==> src/rtl/uart_pkg.sv <==
// uart_pkg: shared UART constants, FSM state encoding and bit-timing helpers
package uart_pkg;
  localparam int DATA_BITS = 8;
  typedef enum logic [1:0] {ST_IDLE, ST_START_BIT, ST_DATA_BITS, ST_STOP_BIT} uart_state_e;
  function automatic int bit_cycles(input int sys_clock, input int baudrate);
    return sys_clock / baudrate + 1;
  endfunction
  function automatic int half_cycles(input int sys_clock, input int baudrate);
    return bit_cycles(sys_clock, baudrate) / 2;
  endfunction
endpackage

==> src/rtl/uart_rx_sync.sv <==
// uart_rx_sync: 2-flop synchroniser, falling-edge detect and sampled line bit
//   clk_i, rst_i : clock, sync active-high reset (flops preset to idle-high)
//   rx_i         : asynchronous serial line
//   fall_o       : synchronised line went 1->0 this cycle
//   bit_o        : sample value; 2-of-3 majority of the last three synchronised
//                  values when UART_RX_MAJORITY_EN is defined, else the
//                  synchronised line itself
module uart_rx_sync import uart_pkg::*; (
  input  logic clk_i,
  input  logic rst_i,
  input  logic rx_i,
  output logic fall_o,
  output logic bit_o
);
`ifdef UART_RX_MAJORITY_EN
  logic [3:0] sync_q;
  always_ff @(posedge clk_i) sync_q <= rst_i ? '1 : {sync_q[2:0], rx_i};
  assign bit_o = (sync_q[1] & sync_q[2]) | (sync_q[1] & sync_q[3]) | (sync_q[2] & sync_q[3]);
`else
  logic [2:0] sync_q;
  always_ff @(posedge clk_i) sync_q <= rst_i ? '1 : {sync_q[1:0], rx_i};
  assign bit_o = sync_q[1];
`endif
  assign fall_o = sync_q[2] & ~sync_q[1];
endmodule

==> src/rtl/uart_rx.sv <==
// uart_rx: 8N1 LSB-first UART receiver with valid strobe and framing-error flag
//   i_SysClock, i_Reset : clock, sync active-high reset
//   i_RxSerial          : asynchronous serial input, idle high
//   o_RxByte            : last good byte, held until the next good byte
//   o_RxValid           : one-cycle pulse, o_RxByte updated
//   o_FrameErr          : one-cycle pulse, stop bit sampled low
//   o_Busy              : receiver not idle
//   UART_RX_MAJORITY_EN : 2-of-3 majority sampling, decisions one clock later
module uart_rx import uart_pkg::*; #(
  parameter int SYS_CLOCK     = 50000000,
  parameter int UART_BAUDRATE = 115200
) (
  input  logic                 i_SysClock,
  input  logic                 i_Reset,
  input  logic                 i_RxSerial,
  output logic [DATA_BITS-1:0] o_RxByte,
  output logic                 o_RxValid,
  output logic                 o_FrameErr,
  output logic                 o_Busy
);
  localparam int BIT_CYCLES  = bit_cycles(SYS_CLOCK, UART_BAUDRATE);
  localparam int HALF_CYCLES = half_cycles(SYS_CLOCK, UART_BAUDRATE);
  localparam int CW = $clog2(BIT_CYCLES);
  localparam int BW = $clog2(DATA_BITS);
`ifdef UART_RX_MAJORITY_EN
  localparam int START_AT = HALF_CYCLES + 1;
`else
  localparam int START_AT = HALF_CYCLES;
`endif
  uart_state_e          state_q, state_d;
  logic [CW-1:0]        cnt_q, cnt_d;
  logic [BW-1:0]        bit_q, bit_d;
  logic [DATA_BITS-1:0] shift_q, shift_d, byte_q, byte_d;
  logic                 valid_q, valid_d, err_q, err_d;
  logic                 fall, smp;
  uart_rx_sync u_sync (
    .clk_i (i_SysClock),
    .rst_i (i_Reset),
    .rx_i  (i_RxSerial),
    .fall_o(fall),
    .bit_o (smp)
  );
  // Only the start sample moves with the majority window; data/stop samples
  // are counted from it, so they follow automatically.
  always_comb begin
    state_d = state_q;
    cnt_d   = cnt_q + 1'b1;
    bit_d   = bit_q;
    shift_d = shift_q;
    byte_d  = byte_q;
    valid_d = 1'b0;
    err_d   = 1'b0;
    case (state_q)
      ST_IDLE: begin
        cnt_d   = '0;
        state_d = fall ? ST_START_BIT : ST_IDLE;
      end
      ST_START_BIT: if (cnt_q == CW'(START_AT)) begin
        cnt_d   = '0;
        bit_d   = '0;
        state_d = smp ? ST_IDLE : ST_DATA_BITS;
      end
      ST_DATA_BITS: if (cnt_q == CW'(BIT_CYCLES - 1)) begin
        cnt_d   = '0;
        shift_d = {smp, shift_q[DATA_BITS-1:1]};
        bit_d   = bit_q + 1'b1;
        state_d = bit_q == BW'(DATA_BITS - 1) ? ST_STOP_BIT : ST_DATA_BITS;
      end
      ST_STOP_BIT: if (cnt_q == CW'(BIT_CYCLES - 1)) begin
        cnt_d   = '0;
        state_d = ST_IDLE;
        valid_d = smp;
        err_d   = ~smp;
        byte_d  = smp ? shift_q : byte_q;
      end
      default: state_d = ST_IDLE;
    endcase
  end
  always_ff @(posedge i_SysClock) begin
    if (i_Reset) begin
      state_q <= ST_IDLE;
      cnt_q   <= '0;
      bit_q   <= '0;
      shift_q <= '0;
      byte_q  <= '0;
      valid_q <= 1'b0;
      err_q   <= 1'b0;
    end else begin
      state_q <= state_d;
      cnt_q   <= cnt_d;
      bit_q   <= bit_d;
      shift_q <= shift_d;
      byte_q  <= byte_d;
      valid_q <= valid_d;
      err_q   <= err_d;
    end
  end
  assign o_RxByte   = byte_q;
  assign o_RxValid  = valid_q;
  assign o_FrameErr = err_q;
  assign o_Busy     = state_q != ST_IDLE;
endmodule

==> config.mk <==
export PLATFORM = sky130hd
export DESIGN_NAME = uart_rx
export DESIGN_NICKNAME = d
export VERILOG_FILES = /design/src/rtl/uart_pkg.sv /design/src/rtl/uart_rx_sync.sv /design/src/rtl/uart_rx.sv
export SDC_FILE = /design/constraint.sdc
export NUM_CORES = 1
export LEC_CHECK = 0
export CAP_MARGIN = 25
export CORE_MARGIN = 3
export CORE_UTILIZATION = 40
export CTS_BUF_LIST = sky130_fd_sc_hd__clkbuf_8
export DETAILED_ROUTE_END_ITERATION = 6
export HOLD_SLACK_MARGIN = 0.03
export PLACE_DENSITY_LB_ADDON = 0.2
export SLEW_MARGIN = 25
export SYNTH_ARGS = -nofsm -noshare
export SYNTH_HDL_FRONTEND = slang
export SYNTH_SLANG_ARGS = --single-unit
==> constraint.sdc <==
create_clock -name i_SysClock -period 2.13 [get_ports i_SysClock]
set_input_delay 0.213 -clock i_SysClock [delete_from_list [all_inputs] [get_ports i_SysClock]]
set_output_delay 0.213 -clock i_SysClock [all_outputs]
set_load 0.05 [all_outputs]
==> results.txt, run 1 <==
After clock tree synthesis, the clock-pin slew on the worst setup and hold paths is 0.06 ns. The most common cell in the synthesized netlist is dfxtp_1. The wire length of the first global-routing pass is 6630 um. TritonCTS built the clock tree. The total non-filler cell area in the finished layout came out at 1910 um2. The number of nets in the layout came out at 193. The die is 70.3 um wide.

In this design, the stage delay of the slowest critical-path cell is 0.79 ns. The synthesized-area fraction occupied by xor and xnor cells is 0.0159. For the final database, setup skew stands at 0.00613 ns. The data arrival time at the worst-slack endpoint came out at 1.74 ns. The initial standard-cell utilization of the core is 0.432. The commonest cells after synthesis are 35 x dfxtp_1, 25 x a21oi_1, 22 x nand4_1, 20 x o31ai_1, 10 x buf_2. The via count of the routed design is around 1,500. The total power came out at between 1000 and 1500 uW. The floorplan step defined a die boundary enclosing 4940 um2. The headroom to the max-slew limit came out at 0.658. The number of synthesized flops with an enable pin came out at 0.

For this design the ratio of total power to cell area is 699 nW/um2. Of the post-synthesis cell area, the dominant cell type holds 0.424. Of all nets on the critical path, the largest fanout is 12. The endpoint identified for the worst register-to-register timing path is bit_q[0]. The kind of capture point of the worst setup path is a primary output. The synthesized area divided by synthesized cell count is 9.28 um2. The depth of the CTS H-tree came out at 2. Dividing the detail-routed via count by the number of cells gives 6.24. The share of cells above drive strength 1 is 0.118.

The number of cells traversed by the worst register-to-register path is 4. The worst setup path is launched from a flip-flop. The number of antenna cells inserted came out at 0. The hold path depth is 1. The worst register-to-register path begins at cnt_q[1]. The beginning of the worst hold path is u_sync.sync_q[0]. The worst-case register-to-register setup slack came out at 0.45 ns. The clock period minus final worst setup slack is 1.96 ns. The total count of hold-check failures in the final report is 0. The number of buffers on the longest clock path came out at 2.

Setup violations remaining at the end of the flow were counted as 0. The vertical die dimension came out at roughly 70 um. By area, the combinational part of the netlist is dominated by simple AND/OR/NAND/NOR gates. The post-DP HPWL came out at 2530 um.

The final weighted congestion of routability-driven global placement came out at 0.756. For this design, the CTS-stage hold fixing added 0 buffers. The detailed-route wire length per cell is between 15 and 20 um.

The number of iterations in the first detailed-routing pass is 4. The number of CTS-inserted buffers is 5. VDD sags by at most 0.323 mV. After synthesis, the cell types taking the most area are dfxtp_1 42%, o31ai_1 9.1%, nand4_1 8.3%, a21oi_1 7.6%, ha_1 3.8%. The number of maximum-capacitance constraint violations is 0. CTS saw 35 sinks. The number of library cell types mapped by synthesis is 35. The predominant post-synthesis flop cell is dfxtp_1. The final max-slew violation count is 0.

The fmax is 0.511 GHz. The post-route clock period utilization is 0.919. For this run, asynchronously set or reset flops after synthesis account for 0. The filler-free cell count of the finished design is 234. The number of cells after detailed placement came out at 226. The Yosys step of the flow raised 0 warnings. The total wirelength of the detailed-routed design came out at 3780 um.

The count of fill cells added during filler insertion came out at 351. The setup path with the least slack is of type reg -> out. The required time of the critical path came out at 1.92 ns. The detailed-route DRC error count came out at 0. Clock latency on the worst-skew pair, taken at its later pin, is 0.29 ns. Across every metal layer, demand over resource in global routing totals 0.165.

The flow ran to the end, and the final reports show no timing, DRC or antenna violations. The largest total area in the synthesized netlist belongs to dfxtp_1. The area overhead of the layout relative to synthesis is 15.4%.

The transition time at the pin with the least slew margin came out at 0.511 ns. The core box area came out at around 3800 um2. Of the total synthesized cell area, the portion taken by AND, OR, NAND and NOR gates is 0.230. The fraction of the mapped netlist area in compound gates is 0.225. The setup fix buffers added after clock tree synthesis is 0. The violation count after the first detailed-route iteration is 152.

The worst hold slack after final layout came out at 0.427 ns. The instance area at placement is 1790 um2. The number of global-route vias before repair came to 1,411.

Setup repair after global routing left no endpoint under its margin. The post-cts gate resize count is 0. The type of the tightest min-delay check is reg -> reg.

The net count after synthesis is 186. The maximum number of pins on one net before global-route repair is 24. The portion of netlist area occupied by mux cells is 0. The count of boundary I/O pins came out at 14. The cell chosen for the clock root is clkbuf_8. Setup total negative slack on the finished layout was measured at 0 ns. The number of flip-flops and latches in the synthesized netlist is 35. The number of port buffers is 13. The post-synthesis instance area came out at 1650 um2. The critical path goes through or2_2 > clkdlybuf4s50_1. The analysis attributes to cell leakage a power of 0.000626 uW.

The residual overflow from global routing came out at 0. Once detail routing completed, the nets flagged for antenna violations numbered 0. For this run, the register share of the synthesized area comes to 0.424.

The synthesized-area fraction occupied by adder cells is 0.0379. The synthesized instance count is between 150 and 200. The initial antenna violation count came out at 0. The largest individual stage delay along the critical path comes from the cell clkdlybuf4s50_1. The total number of placement rows is 22. The path with the worst hold slack has its endpoint at u_sync.sync_q[1].
-- cell type report --
cell class	instances	area (um2)	area share
clock buffers	6	82.6	0.0433
flip-flops and latches	35	701	0.368
multi-input cells	121	841	0.441
repair buffers	19	175	0.0919
well taps	48	60.1	0.0315
inverters	3	11.3	0.00591
clock inverters	2	35.0	0.0184
-- critical path, delay by kind of cell, from the launching register on --
kind | cells | cell delay (ns)
flip-flops | 1 | 0.50
buffers and inverters | 1 | 0.79
AND/OR/NAND/NOR | 1 | 0.17
-- worst max path at each step --
stage | from | endpoint | slack [ns]
final | flip-flop | o_Busy | 0.17
after global routing | flip-flop | o_Busy | 0.05
after CTS | flip-flop | o_Busy | 0.17
after detailed placement | flip-flop | o_Busy | 0.48
after global placement | flip-flop | o_Busy | 0.50
after floorplan | cnt_q[0] | bit_q[0] | 0.65
-- power breakdown --
| part | total (uW) | internal [uW] | switching [uW] |
|---|---|---|---|
| Sequential | 669 | 660 | 8.98 |
| Clock | 614 | 378 | 235 |
| Combinational | 49.3 | 21.0 | 28.3 |
-- metal layers --
metal,track usage,part of all wire,vias to the layer above
met5,0,0,-
met4,0.0574,0.015,0
met3,0.0388,0.038,5
met2,0.284,0.51,29
met1,0.199,0.44,728
li1,-,-,697
-- cells in the final DEF (no fill, tap or decap), types with 2 or more instances in the layout --
master           instances
a21oi_1                 25
a22oi_1                  4
and3_1                   2
buf_4                    6
clkbuf_8                 6
clkdlybuf4s50_1         13
dfxtp_1                 35
ha_1                     5
inv_1                    3
nand2_1                  2
nand2b_1                 2
nand3_1                  5
nand4_1                 22
nor2b_1                  3
nor4_1                   2
o21ai_0                  4
o31ai_1                 20
or2_2                    4
or3_1                    4
xor2_1                   2
-- cell families (layout without fill, tap and decap cells) --
logic type               count (synthesis)  in the layout
AO/OA/AOI/OAI                           59             59
AND/OR/NAND/NOR                         54             54
flip-flops                              35             35
buffers and inverters                   22             30
adder cells (fa/ha/maj)                  5              5
XOR/XNOR                                 3              3
-- sequential cells by signal (all words and copies together), names as in the netlist, named ones only --
name           count
shift_q            8
u_sync.sync_q      3
bit_q              3
o_RxByte           8
o_FrameErr         1
cnt_q              9
state_q            1
o_RxValid          1
-- through the flow --
step / utilization / worst slack (ns)
floorplan: - / 0.654
global placement: 0.467 / 0.499
detailed placement: 0.467 / 0.478
CTS: 0.498 / 0.169
global route: 0.498 / 0.0511
finish: 0.498 / 0.173
No activity file was read; power rests on OpenSTA's default activity.
==> inputs of run 2 (changes only) <==
--- a/config.mk
+++ b/config.mk
@@ -5,6 +5,7 @@
 export SDC_FILE = /design/constraint.sdc
 export NUM_CORES = 1
 export LEC_CHECK = 0
+export ABC_CLOCK_PERIOD_IN_PS = 2130
 export CAP_MARGIN = 25
 export CORE_MARGIN = 3
 export CORE_UTILIZATION = 40
@@ -12,7 +13,8 @@
 export DETAILED_ROUTE_END_ITERATION = 6
 export HOLD_SLACK_MARGIN = 0.03
 export PLACE_DENSITY_LB_ADDON = 0.2
-export SLEW_MARGIN = 25
+export REMOVE_ABC_BUFFERS = 1
+export SLEW_MARGIN = 10
 export SYNTH_ARGS = -nofsm -noshare
 export SYNTH_HDL_FRONTEND = slang
 export SYNTH_SLANG_ARGS = --single-unit
==> run 2 against run 1 <==
Effect of this change: critical path depth is the same; worst hold slack lost 0.011 ns; global-route usage shrank 0.59 points; first-iteration DRC count shrank 28%; die area is the same; sequential share of layout area grew 0.34 points; sequential power is essentially flat; largest power group unchanged; flip-flop and latch count is the same.
==> results.txt, run 2 (synthesis gave the netlist of run 1 again) <==
Detailed placement finished with a half-perimeter wire length of 2330 um. The number of maximum-capacitance constraint violations is 0. The detailed-route DRC error count came out at 0. In this run, CTS created clock tree buffers numbering 5. The via count of the routed design is 1,381. The maximum fanout encountered on the critical timing path came out at 12. The number of iterations in the first detailed-routing pass came out at 4. The count of boundary I/O pins is 14.

The setup fix buffers added after clock tree synthesis came out at 0. The cell chosen for the clock root is clkbuf_8. The critical path is of the reg -> out type. The worst setup path is launched from a flip-flop. The maximum number of pins on one net before global-route repair came out at 24.

After layout, the worst setup slack is 0.181 ns. The clock period minus final worst setup slack came out at 1.95 ns. The fmax is between 0.5 and 0.6 GHz.

The number of port buffers is 13. The clock tree synthesis step divided the H-tree into 2 levels. The number of global-route vias before repair is roughly 1,300.

The final layout contains 193 nets. At the worst endpoint, the arrival time is between 1.5 and 2 ns. The number of flip-flops under the largest register name came out at 9. The residual overflow from global routing came out at 0.

The headroom to the max-slew limit is 0.662. The startpoint of the worst-slack reg-to-reg timing path is cnt_q[5]. The min-delay analysis places its worst path in the category reg -> reg. The transition time at the pin with the least slew margin came out at around 0.51 ns. The die footprint is about 5000 um2.

The number of cells traversed by the worst register-to-register path came out at 3. The area growth from synthesis to layout is 14.3%. The number of clock sinks is 35.

The share of cells above drive strength 1 came out at 0.113. The violation count after the first detailed-route iteration came out at 109. The wire length of the first global-routing pass is 6380 um. The detailed-route wire length per cell came out at 15.4 um. The clock transition at the register clock pins on the worst setup and hold paths after CTS is approximately 0.06 ns. The post-cts gate resize count is 0. The number of buffers on the longest clock path is 2. TritonCTS built the clock tree. The maximum single-stage delay on the critical path came out at 0.79 ns. The clock arrives with 0.00476 ns of skew. The power density relative to cell area came out at 655 nW/um2. The beginning of the worst hold path is u_sync.sync_q[0].

The total track usage is 0.159. The filler-free cell count of the finished design came out at 234. The insertion delay to the later sink of the worst-skew pair is 0.29 ns. The hold path depth is 1. Setup violations remaining at the end of the flow were counted as 0.

The total wirelength of the detailed-routed design came out at 3600 um. The flow ran to the end, and the final reports show no timing, DRC or antenna violations. The worst-case register-to-register setup slack is 0.44 ns. Hold repair after CTS inserted 0 buffers. The vertical die dimension came out at 70.3 um. The setup slack after placement came out at 0.472 ns. The number of antenna cells inserted came out at 0. The core box area came out at 3830 um2. The endpoint identified for the worst register-to-register timing path is bit_q[0]. The standby leakage power came out at 0.000620 uW. The accumulated negative setup slack came out at 0 ns. In this run the remaining antenna-violating nets after routing total 0.

The required time of the critical path is 1.92 ns. Counting flops per register, the top entry is cnt_q. The final max-slew violation count came out at 0.

The signal on the critical path passes through or2_2 > clkdlybuf4s50_1. The worst hold path terminates at u_sync.sync_q[1]. The initial utilization of the core area, before any placement, comes to 0.432.

The cell type of the slowest stage on the worst timing path is clkdlybuf4s50_1. The total count of hold-check failures in the final report came out at 0. The number of cells after detailed placement came out at 226. The total number of placement rows came out at 22. The congestion estimate from routability-driven global placement came to 0.720. The via density per instance is ~5.9.

Setup repair after global routing left no endpoint under its margin. The initial antenna violation count came out at 0. The worst-case vdd ir drop came out at 0.348 mV. In the layout the commonest cells are 35 x dfxtp_1, 25 x a21oi_1, 22 x nand4_1.

Of the available clock period, the critical path in the final layout requires 0.915. STA classifies the critical path endpoint as a primary output. Leaving out fill and tap cells, the most frequent cell in the layout is dfxtp_1. The width of the chip came out at 70.3 um.
[run 2: changes by cell type in the layout (fill, tap and decap cells not counted)]
cell       change
clkinv_2       -1
bufinv_16      -1
inv_1          +1
clkbuf_8       +1
[run 2: how the worst max path moves through the flow]
stage                          from  endpoint  cells past startpoint
after CTS                 flip-flop    o_Busy                      2
after global routing      flip-flop    o_Busy                      2
after global placement    flip-flop    o_Busy                      2
after detailed placement   cnt_q[5]  bit_q[0]                      3
final                     flip-flop    o_Busy                      2
after floorplan            cnt_q[5]  bit_q[0]                      3
[run 2: metal layers]
layer  global-route usage  part of all wire  wire length, um  up-vias
met4               0.0787             0.019               70        0
met1                0.202              0.47             1710      656
met3               0.0388             0.041              148        7
li1                     -                 -                -      696
met2                0.248              0.47             1680       22
met5                    0                 0                0        -
[run 2: per-stage QoR]
| stage | hold slack [ns] | util | power [uW] | area (um2) |
|---|---|---|---|---|
| final | 0.416 | 0.493 | 1240 | 1890 |
| after global routing | 0.451 | 0.493 | 1290 | 1890 |
| after CTS | 0.419 | 0.493 | 1250 | 1890 |
| after detailed placement | 0.403 | 0.467 | 733 | 1790 |
| after global placement | 0.393 | 0.467 | 732 | 1790 |
| after floorplan | 0.282 | - | 711 | 1550 |
[run 2: worst max-delay path: cells and delay by family, from the launching register on]
family | cells | cell delay (ns)
and+or+nand+nor | 1 | 0.17
DFF | 1 | 0.49
buffers and inverters | 1 | 0.79
[run 2: layout make-up]
type	instances	area [um2]
fill	362	1940
multi-input combinational	121	841
sequential	35	701
timing repair buffer	19	175
clock buffer	7	96.3
tap	48	60.1
inverter	3	11.3
clock inverter	1	3.75
[run 2: power by group]
group,total [uW],leakage [uW],switching (uW),internal [uW]
Combinational,48.1,0.000282,27.3,20.8
Clock,520,0.0000557,230,290
Sequential,669,0.000283,8.47,660
Total,1240,0.000620,266,971
==> inputs of run 3 (changes only) <==
--- a/config.mk
+++ b/config.mk
@@ -18,3 +18,4 @@
 export SYNTH_ARGS = -nofsm -noshare
 export SYNTH_HDL_FRONTEND = slang
 export SYNTH_SLANG_ARGS = --single-unit
+export TNS_END_PERCENT = 5
==> results of run 3 <==
The final DEF is identical to that of run 2; final timing and power are the same.
